$ cat src/rtl/fp_multiplier_param.sv
// fp_multiplier_param
//   Iterative IEEE 754 multiplier. The exponent and fraction widths are
//   parameters. It supports round-to-nearest-even and round-toward-zero,
//   handles the special values, and raises exception flags. Subnormal
//   inputs are treated as zero, and underflowing results are flushed to
//   signed zero. The significand product comes from a radix-2 shift-add
//   loop that handles one multiplier bit per cycle.
//
// Ports
//   clk       rising-edge clock
//   rst       asynchronous, active-low reset
//   start     request; sampled only while busy=0
//   rs1, rs2  operands, latched with start
//   rnd_mode  0 = RNE, 1 = RTZ; latched with start
//   result    product; held from one valid pulse until the next
//   flags     {invalid, overflow, underflow, inexact}; updated with result
//   valid     one-cycle pulse when result and flags are new
//   busy      high while an operation is in flight
module fp_multiplier_param #(
    parameter int EXP_W = 8,
    parameter int MAN_W = 23
) (
    input  logic                     clk,
    input  logic                     rst,
    input  logic                     start,
    input  logic [EXP_W+MAN_W:0]     rs1,
    input  logic [EXP_W+MAN_W:0]     rs2,
    input  logic                     rnd_mode,
    output logic [EXP_W+MAN_W:0]     result,
    output logic [3:0]               flags,
    output logic                     valid,
    output logic                     busy
);
    localparam int W    = 1 + EXP_W + MAN_W;
    localparam int SIG  = MAN_W + 1;
    localparam int PW   = 2 * SIG;
    localparam int XW   = EXP_W + 2;
    localparam int BIAS = (1 << (EXP_W - 1)) - 1;
    localparam int CW   = $clog2(SIG + 1);

    localparam logic [W-1:0] QNAN = {1'b0, {EXP_W{1'b1}}, 1'b1, {(MAN_W-1){1'b0}}};

    typedef enum logic [2:0] {IDLE, UNPACK, MUL, NORM, ROUND, DONE} state_t;
    state_t state, state_nx;

    logic [W-1:0]     a_q, b_q;
    logic             rm_q;
    logic             sign_q;
    logic [XW-1:0]    exp_q;       // two's complement biased exponent
    logic [SIG-1:0]   mcand_q;
    logic [PW-1:0]    prod_q;      // {partial sum, remaining multiplier bits}
    logic [CW-1:0]    cnt_q;
    logic             sticky_q;    // bit lost by the normalising shift
    logic             special_q;
    logic [W-1:0]     spec_res_q;
    logic [3:0]       spec_flg_q;
    logic [MAN_W-1:0] frac_q;
    logic             inexact_q;

    // ---------------- unpack / special-value classification ----------------
    logic [EXP_W-1:0] e1, e2;
    logic [MAN_W-1:0] f1, f2;
    logic             z1, z2, i1, i2, n1, n2, sgn, special;
    logic [W-1:0]     spec_res;
    logic [3:0]       spec_flg;
    logic [XW-1:0]    exp_sum;

    assign e1  = a_q[W-2:MAN_W];
    assign e2  = b_q[W-2:MAN_W];
    assign f1  = a_q[MAN_W-1:0];
    assign f2  = b_q[MAN_W-1:0];
    assign sgn = a_q[W-1] ^ b_q[W-1];
    // An exponent field of zero covers both zero and subnormals (flushed).
    assign z1  = (e1 == '0);
    assign z2  = (e2 == '0);
    assign i1  = (&e1) && (f1 == '0);
    assign i2  = (&e2) && (f2 == '0);
    assign n1  = (&e1) && (f1 != '0);
    assign n2  = (&e2) && (f2 != '0);
    assign special = z1 | z2 | i1 | i2 | n1 | n2;
    assign exp_sum = {2'b00, e1} + {2'b00, e2} - XW'(BIAS);

    always_comb begin
        spec_res = '0;
        spec_flg = '0;
        if (n1 | n2) begin
            spec_res = QNAN;
        end else if ((z1 & i2) | (i1 & z2)) begin
            spec_res = QNAN;
            spec_flg = 4'b1000;
        end else if (i1 | i2) begin
            spec_res = {sgn, {EXP_W{1'b1}}, {MAN_W{1'b0}}};
        end else if (z1 | z2) begin
            spec_res = {sgn, {(W-1){1'b0}}};
        end
    end

    // ---------------- shift-add step ----------------
    logic [SIG:0] add_sum;
    assign add_sum = {1'b0, prod_q[PW-1:SIG]} + (prod_q[0] ? {1'b0, mcand_q} : '0);

    // ---------------- rounding ----------------
    // After NORM the leading one sits at bit PW-2.
    logic         lsb, grd, stk, rup;
    logic [MAN_W:0] man_r;
    assign lsb   = prod_q[SIG-1];
    assign grd   = prod_q[SIG-2];
    assign stk   = (|prod_q[SIG-3:0]) | sticky_q;
    assign rup   = !rm_q && grd && (stk || lsb);
    assign man_r = {1'b0, prod_q[PW-3:SIG-1]} + (MAN_W+1)'(rup);

    logic ovf, unf;
    assign ovf = !exp_q[XW-1] && (exp_q[XW-2:0] >= (XW-1)'((1 << EXP_W) - 1));
    assign unf = exp_q[XW-1] || (exp_q == '0);

    // ---------------- FSM ----------------
    always_ff @(posedge clk or negedge rst) begin
        if (!rst) state <= IDLE;
        else      state <= state_nx;
    end

    always_comb begin
        state_nx = state;
        case (state)
            IDLE:    if (start) state_nx = UNPACK;
            UNPACK:  state_nx = special ? DONE : MUL;
            MUL:     if (cnt_q == CW'(MAN_W - 1)) state_nx = NORM;
            NORM:    state_nx = ROUND;
            ROUND:   state_nx = DONE;
            DONE:    state_nx = IDLE;
            default: state_nx = IDLE;
        endcase
    end

    // ---------------- datapath ----------------
    always_ff @(posedge clk or negedge rst) begin
        if (!rst) begin
            a_q        <= '0;
            b_q        <= '0;
            rm_q       <= 1'b0;
            sign_q     <= 1'b0;
            exp_q      <= '0;
            mcand_q    <= '0;
            prod_q     <= '0;
            cnt_q      <= '0;
            sticky_q   <= 1'b0;
            special_q  <= 1'b0;
            spec_res_q <= '0;
            spec_flg_q <= '0;
            frac_q     <= '0;
            inexact_q  <= 1'b0;
            result     <= '0;
            flags      <= '0;
            valid      <= 1'b0;
            busy       <= 1'b0;
        end else begin
            valid <= 1'b0;
            case (state)
                IDLE: if (start) begin
                    a_q  <= rs1;
                    b_q  <= rs2;
                    rm_q <= rnd_mode;
                    busy <= 1'b1;
                end
                UNPACK: begin
                    sign_q     <= sgn;
                    exp_q      <= exp_sum;
                    mcand_q    <= {1'b1, f1};
                    special_q  <= special;
                    spec_res_q <= spec_res;
                    spec_flg_q <= spec_flg;
                    cnt_q      <= '0;
                    sticky_q   <= 1'b0;
                    // UNPACK does the first partial product, using multiplier
                    // bit 0. MUL then needs only MAN_W more cycles.
                    prod_q     <= {(f2[0] ? {1'b0, 1'b1, f1} : {(SIG+1){1'b0}}),
                                   1'b1, f2[MAN_W-1:1]};
                end
                MUL: begin
                    prod_q <= {add_sum, prod_q[SIG-1:1]};
                    cnt_q  <= cnt_q + CW'(1);
                end
                NORM: if (prod_q[PW-1]) begin
                    prod_q   <= prod_q >> 1;
                    sticky_q <= prod_q[0];
                    exp_q    <= exp_q + XW'(1);
                end
                ROUND: begin
                    frac_q    <= man_r[MAN_W-1:0];
                    exp_q     <= man_r[MAN_W] ? exp_q + XW'(1) : exp_q;
                    inexact_q <= grd | stk;
                end
                DONE: begin
                    busy  <= 1'b0;
                    valid <= 1'b1;
                    if (special_q) begin
                        result <= spec_res_q;
                        flags  <= spec_flg_q;
                    end else if (ovf) begin
                        result <= rm_q ? {sign_q, {(EXP_W-1){1'b1}}, 1'b0, {MAN_W{1'b1}}}
                                       : {sign_q, {EXP_W{1'b1}}, {MAN_W{1'b0}}};
                        flags  <= 4'b0101;
                    end else if (unf) begin
                        result <= {sign_q, {(W-1){1'b0}}};
                        flags  <= 4'b0011;
                    end else begin
                        result <= {sign_q, exp_q[EXP_W-1:0], frac_q};
                        flags  <= {3'b000, inexact_q};
                    end
                end
                default: ;
            endcase
        end
    end
endmodule

$ cat config.mk
export PLATFORM = sky130hd
export DESIGN_NAME = fp_multiplier_param
export DESIGN_NICKNAME = d
export VERILOG_FILES = /design/src/rtl/fp_multiplier_param.sv
export SDC_FILE = /design/constraint.sdc
export NUM_CORES = 1
export LEC_CHECK = 0
export CAP_MARGIN = 10
export CORE_ASPECT_RATIO = 0.9
export CORE_MARGIN = 2
export CORE_UTILIZATION = 50
export DETAILED_ROUTE_END_ITERATION = 10
export HOLD_SLACK_MARGIN = 0.1
export PLACE_DENSITY = 0.73
export SYNTH_ARGS = -nofsm -noshare
export SYNTH_HDL_FRONTEND = slang
export SYNTH_SLANG_ARGS = --single-unit
export TNS_END_PERCENT = 20
$ cat constraint.sdc
create_clock -name clk -period 2.85 [get_ports clk]
set_clock_uncertainty 0.15 [all_clocks]
set_input_delay 0.57 -clock clk [delete_from_list [all_inputs] [get_ports clk]]
set_output_delay 0.57 -clock clk [all_outputs]
set_load 0.01 [all_outputs]
==> run metrics, run 1 <==
outcome completed; Tmin final 2.836 ns; CTS tree done; Fillers 1,864; Area contributors post-synth dfrtp_1 (47%), nand2_1 (6.3%), mux2_2 (5.9%), ha_1 (4.8%), a21oi_1 (3.8%); worst slew pin tran 1.041 ns; endpoint class of the critical path register; top-count cell post-synth dfrtp_1; Vias/cell 5.777; Top FF cell, synth dfrtp_1; #FFs+latches synth 224; startpoint types register; Finished Cell Area 14,920 um2; total CTS buffers 24; Worst Setup Path Type register to register; post-route antenna net violation count 0; final worst slack 0.01362 ns; power per cell area 1294 nW/um2; clk slew on worst S/H paths 0.06 ns; hold slack 0.3179 ns; syn avg cell area 9.714 um2; CTS Buffer Depth 3; DR WL/cell 17.88 um; Synth top area share 47.10%; Post-Route WL 30,420 um; HP Class register to register; DP HPWL 21,680 um; largest net degree at the start of global routing 61; floorplan row count 53; Fmax 352.6 MHz; number of global-route vias before repair 9,391; RSZ-0062 raised after global routing true; Die H 150.4 um; Die Width 166.6 um; Final Power 19.30 mW; Cell variety after synth 74; YS warnings 0; Final GP Congestion 0.9474; crit path DAT 3.08 ns; core region area 23,340 um2; layout cells sized above 1 18.23%; die area 25,050 um2; top-level port count 106; P&R area growth vs syn 25.39%; Finish-stage setup viols 0; DRC viols 0; peak supply drop 0.9405 mV; Vias 9,827; antenna violations before repair 0; DRC violation total after the first TritonRoute iteration 804; Post-Syn Instances 1,225; Worst-Skew Late Latency 0.52 ns; Leak Pwr 6.584 nW; first-pass GRT wire length 49,130 um; Fin. Hold Viols 0; Net Count, Synth 1,341; port bufs 105; post-synth top area cell dfrtp_1; DR pass1 iterations 7; placed cell area 13,750 um2; crit path max fanout 14; mapped cell area 11,900 um2; number of flops mapped to enable cells by yosys 0; FFs w/ async S/R, synth 100.0%; register area share after synthesis 47.10%; top post-synthesis cells by count dfrtp_1 (224), nand2_1 (200), a21oi_1 (90), o21ai_0 (80), nor2_1 (74); Initial Util 50.98%; period utilization 99.52%; Clock Tree Root clkbuf_16; dpl cells 1,651; antenna fix cells 0; post-place setup slack -0.1211 ns; final net count 1,499; Max Cap Viol 0; GRT Overall Usage 23.99%; TritonCTS Sinks 224; slew margin rel. 30.62%; Worst EP required 3.10 ns; max-slew violations 0; CTS H-Tree Depth 1; grt ovf 0; fin cells 1,701
[per-layer routing]
metal  part of all wire [%]  global-route usage (%)  vias to the layer above
li1                       -                       -                     4693
met2                     45                   37.36                      316
met3                    5.7                   3.260                       49
met4                    2.4                   6.121                        0
met5                      0                       0                        -
met1                     47                   35.65                     4769
[state kept, by name, summed over array words and instances (netlist names)]
| register | flops |
|---|---|
| a_q | 32 |
| b_q | 32 |
| busy | 1 |
| cnt_q | 5 |
| exp_q | 10 |
| flags | 4 |
| frac_q | 23 |
| inexact_q | 1 |
| mcand_q | 24 |
| prod_q | 48 |
| result | 32 |
| rm_q | 1 |
| sign_q | 1 |
| spec_flg_q | 1 |
| spec_res_q | 3 |
| special_q | 1 |
| state | 3 |
| sticky_q | 1 |
| valid | 1 |
[path summary, 6_finish.rpt]
check | start | to | slack [ns] | cells past startpoint
setup / recovery | prod_q[0] | prod_q[46] | 0.01 | 10
max in group asynchronous | rst | prod_q[0] | 1.40 | 3
hold / removal | mcand_q[23] | mcand_q[23] | 0.32 | 1
setup reg to reg | prod_q[0] | prod_q[46] | 0.01 | 10
hold reg to reg | mcand_q[23] | mcand_q[23] | 0.32 | 1
min in group asynchronous | rst | result[11] | 0.41 | 2
[cell type report]
type / instances / area [um2] / share of cell area, %
clock inverter: 5 / 102.6 / 0.6876
tap: 302 / 377.9 / 2.532
timing repair buffer: 199 / 1874 / 12.56
inverter: 26 / 97.59 / 0.6540
sequential: 224 / 5607 / 37.57
clock buffer: 37 / 730.7 / 4.897
multi-input combinational: 908 / 6132 / 41.10
[worst max-delay path, stage by stage, from the launching register on]
cell and delay (ns):
dfrtp_2 0.48, buf_4 0.21, and2_1 0.15, ha_1 0.29, a21o_1 0.17, a21o_1 0.18, a21oi_1 0.19, or4b_1 0.45
o21ai_1 0.21, xor2_1 0.16, o21ai_1 0.07
[metrics by stage]
step | util (%) | setup TNS [ns]
floorplan | - | 0
global placement | 58.91 | -0.03811
detailed placement | 58.91 | -0.9856
CTS | 62.62 | 0
global route | 63.93 | -0.4002
finish | 63.93 | 0
[placed cells by master (no fill, tap or decap), drive strengths merged, types with 3 or more instances in the layout]
cell type      instances
clkdlybuf4s50        104
a221oi                 8
nor3                  14
o21bai                 5
a22o                   5
or2                    3
a31oi                  5
nand2                200
nand3                 34
nand4                 12
o21ai                 85
and4                   3
nor2b                  3
nand2b                 6
buf                   92
mux2i                 26
nor4b                  3
o22ai                  7
o21a                   7
a22oi                  4
and2                  27
or4                    4
xor2                  32
mux2                  62
nor2                  76
clkbuf                39
a21oi                 94
inv                   26
a222oi                 9
a21o                  15
a211o                  3
ha                    46
nor4                  19
bufinv                 3
o31ai                 26
o211ai                10
dfrtp                224
and3                  13
xnor2                 16
a211oi                 3
[logic make-up (layout without fill, tap and decap cells)]
kind of cell | Yosys count | count (layout) | synth area share [%]
DFF | 224 | 224 | 47.10
and+or+nand+nor | 420 | 420 | 16.27
xor gates and xnor gates | 48 | 48 | 3.533
adders and majority gates | 48 | 48 | 5.173
muxes | 88 | 88 | 8.054
buffers and inverters | 93 | 267 | 3.333
AOI/OAI and AO/OA | 304 | 304 | 16.54
[where the power goes]
group / switching (mW) / total (mW) / leakage [nW] / internal [mW]
logic: 5.36 / 9.95 / 3.44 / 4.59
clock network: 1.25 / 3.28 / 0.405 / 2.02
registers: 1.37 / 6.08 / 2.74 / 4.71
[what timing repair did]
item	in CTS	in global routing
hold endpoints to repair	52	0
cloned	0	3
setup buffers	0	4
hold buffers	1	0
endpoints found under the setup margin	24	23
pin swaps	7	19
gates resized for setup	8	46
Power figures use the tool's default switching activity.
==> inputs of run 2 (changes only) <==
Settings changed: CORE_UTILIZATION 50 to 38, PLACE_DENSITY 0.73 to default.
==> run metrics, run 2 (synthesis results as in run 1) <==
Fin. Hold Viols 0; floorplan row count 61; max reg flops 48; startpoint types register; power per cell area 1271 nW/um2; peak supply drop 0.5640 mV; TritonCTS Sinks 224; post-route antenna net violation count 0; placed cell area 13,890 um2; max-slew violations 0; Finished Cell Area 15,030 um2; HP Class register to register; most frequent cells in the layout dfrtp_1 (223), nand2_1 (198), clkdlybuf4s50_1 (104); reg2reg start prod_q[0]; reg2reg setup slack 0.05 ns; Finish-stage setup viols 0; register area 5607 um2; sum of negative setup slack 0 ns; CTS H-Tree Depth 1; crit path max fanout 6; cell depth of the worst hold path 2; port bufs 105; Tmin final 2.798 ns; post-place setup slack -0.08986 ns; CTS Buffer Depth 3; antenna violations before repair 0; footprint of the multi-input gates 6138 um2; Initial Util 38.59%; Post-Route WL 31,290 um; Die Width 190.5 um; Comb pwr share 50.5%; most common cell after layout, fill and taps aside dfrtp_1; Internal 11.16 mW; Die H 171.9 um; core region area 30,830 um2; clk slew on worst S/H paths 0.06 ns; Vias/cell 5.356; Vias 9,700; DP HPWL 22,840 um; CTS tree done; fin cells 1,811; crit-path max cell delay 0.46 ns; endpoint class of the critical path register; FF-to-FF End prod_q[42]; final net count 1,497; Top reg by flops prod_q; Clock Power Share 17.7%; postcts setup bufs 0; outcome completed; DRC violation total after the first TritonRoute iteration 745; die area 32,750 um2; R2R depth 11; Final Power 19.10 mW; sequential power share 31.8%; largest net degree at the start of global routing 63; final worst slack 0.05225 ns; worst slew pin tran 0.6989 ns; DR pass1 iterations 5; Fmax 357.4 MHz; hold slack 0.3155 ns; Clock Tree Root clkbuf_16; hold endpoint mcand_q[19]; Sw Pwr 7.938 mW; dpl cells 1,761; layout cells sized above 1 18.06%; number of global-route vias before repair 9,469; Fillers 2,903; Final Util 48.73%; RSZ-0062 raised after global routing true; Crit-path slowest cell dfrtp_2; worst path cell trace buf_6 > buf_4 > and2_1 > ha_4 > o21ai_4 > a211oi_4 > a21oi_4 > a2111oi_4 > o31ai_2 > a21o_1 > a31o_1; DRC viols 0; Hold Startpoint mcand_q[19]; Leak Pwr 6.574 nW; crit path DAT 3.07 ns; P&R area growth vs syn 26.27%; Worst EP required 3.12 ns; Worst-Skew Late Latency 0.54 ns; Max Cap Viol 0; DR WL/cell 17.28 um; Final GP Congestion 0.9361; top-level port count 106; first-pass GRT wire length 51,070 um; period utilization 98.17%; Worst Setup Path Type register to register; slew margin rel. 53.23%; grt ovf 0; GRT Overall Usage 19.30%; total CTS buffers 26; switching share of power 41.56%
-- run 2: cell count changes in the layout (fill, tap and decap cells not counted), moves of 3 or more --
cell and change:
a21oi_1 +5, a21oi_2 -5, buf_4 +3, buf_6 -3
clkinv_2 +4, ha_4 +3
-- run 2: worst max path at each step --
stage                     depth (start not counted)          to      start
after floorplan                                  10  prod_q[37]  prod_q[0]
after global placement                           11    exp_q[0]  prod_q[0]
after detailed placement                         11    exp_q[0]  prod_q[0]
after CTS                                        11  prod_q[35]  prod_q[0]
after global routing                             11  prod_q[42]  prod_q[0]
final                                            11  prod_q[42]  prod_q[0]
-- run 2: layout make-up --
cell class | instances | area share (%)
diodes | 1 | 0.01665
clock buffers | 38 | 5.096
clock inverters | 10 | 0.7744
inverters | 26 | 0.6495
multi-input cells | 908 | 40.85
flip-flops and latches | 224 | 37.31
well taps | 409 | 3.405
repair buffers | 195 | 11.90
-- run 2: what timing repair did --
action / 4_1_cts / 5_1_grt
endpoints found under the setup margin: 20 / 32
gates resized for setup: 7 / 42
endpoints found under the hold margin: 47 / 0
hold buffers: 1 / 0
pin swaps: 5 / 23
-- run 2: metal layers --
layer | vias to the layer above | share of wire, % | wire, um | track usage [%]
li1 | 4702 | - | - | -
met1 | 4713 | 50 | 15520 | 28.95
met2 | 240 | 44 | 13850 | 29.60
met3 | 45 | 4.5 | 1410 | 2.720
met4 | 0 | 1.6 | 505 | 4.112
met5 | - | 0 | 0 | 0
-- run 2: critical path: cells and delay by family, from the launching register on --
kind	cells	cell delay [ns]
AO/OA/AOI/OAI	7	1.35
flip-flops	1	0.46
adder cells (fa/ha/maj)	1	0.29
buffers and inverters	2	0.28
AND/OR/NAND/NOR	1	0.16
-- run 2: power by group through the flow --
stage	logic, mW	registers, mW	clock network [mW]
floorplan	6.39	5.75	0
global placement	9.17	6.03	0
detailed placement	9.35	6.08	0
CTS	9.40	6.04	3.47
global route	10.8	6.30	3.61
finish	9.65	6.07	3.38
==> inputs of run 3 (changes only) <==
Settings changed: CAP_MARGIN 10 to default.
Clock period 2.85 ns to 2.75 ns, I/O delays scaled along.
==> run metrics, run 3 (synthesis results as in run 1) <==
outcome finished with violations; failing checks setup timing; antenna fix cells 0; critical path's top delay family compound AO/OA/AOI/OAI gates; CTS Buffer Depth 3; Post-Route WL 31,340 um; Crit-path slowest cell a2111oi_4; GRT Overall Usage 19.02%; fin cells 1,827; Die H 171.9 um; Vias 9,759; crit path DAT 3.04 ns; CTS H-Tree Depth 1; worst path cell trace buf_6 > and2_1 > ha_4 > o211ai_1 > o211ai_2 > a21oi_2 > a2111oi_4 > o31ai_2 > a21o_1 > a31o_1; port bufs 105; Fmax 360.3 MHz; DR pass1 iterations 5; DRC viols 0; Finish-stage setup viols 3; Fin. Hold Viols 0; Worst-Skew Late Latency 0.52 ns; DP HPWL 22,370 um; power per cell area 1323 nW/um2; RSZ-0062 raised after global routing true; dpl cells 1,774; Die Width 190.5 um; post-route antenna net violation count 0; crit path max fanout 11; Tmin final 2.775 ns; peak supply drop 0.5754 mV; final worst slack -0.02548 ns; post-place setup slack -0.1829 ns; Top reg by flops prod_q; floorplan row count 61; largest net degree at the start of global routing 63; Initial Util 38.59%; DR WL/cell 17.15 um; Worst EP required 3.02 ns; startpoint types register; max reg flops 48; Final Power 20.12 mW; number of buffer and inverter stages on the critical path 1; layout cells sized above 1 19.32%; total CTS buffers 26; core region area 30,830 um2; grt ovf 0; P&R area growth vs syn 27.84%; Max Cap Viol 0; die area 32,750 um2; antenna violations before repair 1; HP Class register to register; period utilization 100.9%; crit-path max cell delay 0.46 ns; endpoint class of the critical path register; Final Util 49.34%; final net count 1,515; most frequent cells in the layout dfrtp_1 (223), nand2_1 (199), clkdlybuf4s50_1 (104); TritonCTS Sinks 224; first-pass GRT wire length 50,190 um; Fillers 2,869; Final GP Congestion 0.9003; top-level port count 106; Worst Setup Path Type register to register; slew margin rel. 53.32%; clk slew on worst S/H paths 0.06 ns; DRC violation total after the first TritonRoute iteration 733; most common cell after layout, fill and taps aside dfrtp_1; number of global-route vias before repair 9,334; max-slew violations 0; Clock Tree Root clkbuf_16; worst slew pin tran 0.6977 ns; Vias/cell 5.342; Leak Pwr 6.694 nW; CTS tree done
[run 3: changes by cell type in the layout (fill, tap and decap cells not counted), moves of 2 or more]
cell / previous run / this run
nand3_1: 33 / 31
a21oi_2: 8 / 11
clkbuf_16: 26 / 28
clkinv_2: 5 / 2
buf_4: 84 / 96
buf_6: 1 / 3
clkbuf_1: 5 / 8
ha_1: 38 / 40
ha_4: 7 / 5
o21ai_2: 1 / 3
a21oi_1: 85 / 82
nand3_2: 1 / 3
buf_12: 4 / 7
[run 3: tightest hold or removal path: stages (launching register included)]
cell,delay [ns]
dfrtp_1,0.33
nand2_1,0.05
nand2_1,0.05
[run 3: repair_timing]
| item | 4_1_cts | 5_1_grt |
|---|---|---|
| gates cloned | 0 | 1 |
| hold buffers | 1 | 0 |
| buffers inserted | 1 | 3 |
| pin swaps | 9 | 24 |
| setup endpoints to repair | 32 | 41 |
| endpoints found under the hold margin | 59 | 0 |
| gates resized for setup | 10 | 45 |
[run 3: path summary, 6_finish.rpt]
kind	slack [ns]	depth (start not counted)	to	startpoint
setup / recovery	-0.03	10	prod_q[42]	prod_q[0]
hold / removal	0.32	2	mcand_q[14]	mcand_q[14]
setup reg to reg	-0.03	10	prod_q[42]	prod_q[0]
hold reg to reg	0.32	2	mcand_q[14]	mcand_q[14]
max in group asynchronous	1.30	3	rm_q	rst
min in group asynchronous	0.41	2	result[12]	rst
[run 3: area by class of cell]
type / instances / area, um2 / share of cell area (%)
inverters: 26 / 97.59 / 0.6415
clock inverters: 5 / 77.57 / 0.5099
multi-input cells: 908 / 6132 / 40.31
well taps: 409 / 511.7 / 3.364
flip-flops and latches: 224 / 5607 / 36.85
repair buffers: 213 / 1986 / 13.05
clock buffers: 42 / 802.0 / 5.272
[run 3: report_power, final]
group | internal, mW | switching [mW]
logic | 4.86 | 5.51
clock network | 2.17 | 1.34
registers | 4.88 | 1.36
total | 11.9 | 8.22
[run 3: stage by stage]
stage               cell area [um2]  hold slack [ns]  setup TNS (ns)
floorplan                     11900           0.1044               0
finish                        15210           0.3158        -0.04315
detailed placement            14030           0.3003          -2.997
global route                  15210           0.3424          -2.456
global placement              14030           0.2999         -0.9747
CTS                           14980           0.3187         -0.1046
[run 3: metal layers]
metal / wire [um] / GRT usage (%) / up-vias
met5: 0 / 0 / -
met4: 695 / 4.719 / 0
met3: 1313 / 2.172 / 44
met2: 13880 / 29.30 / 251
met1: 15450 / 28.47 / 4727
li1: - / - / 4737
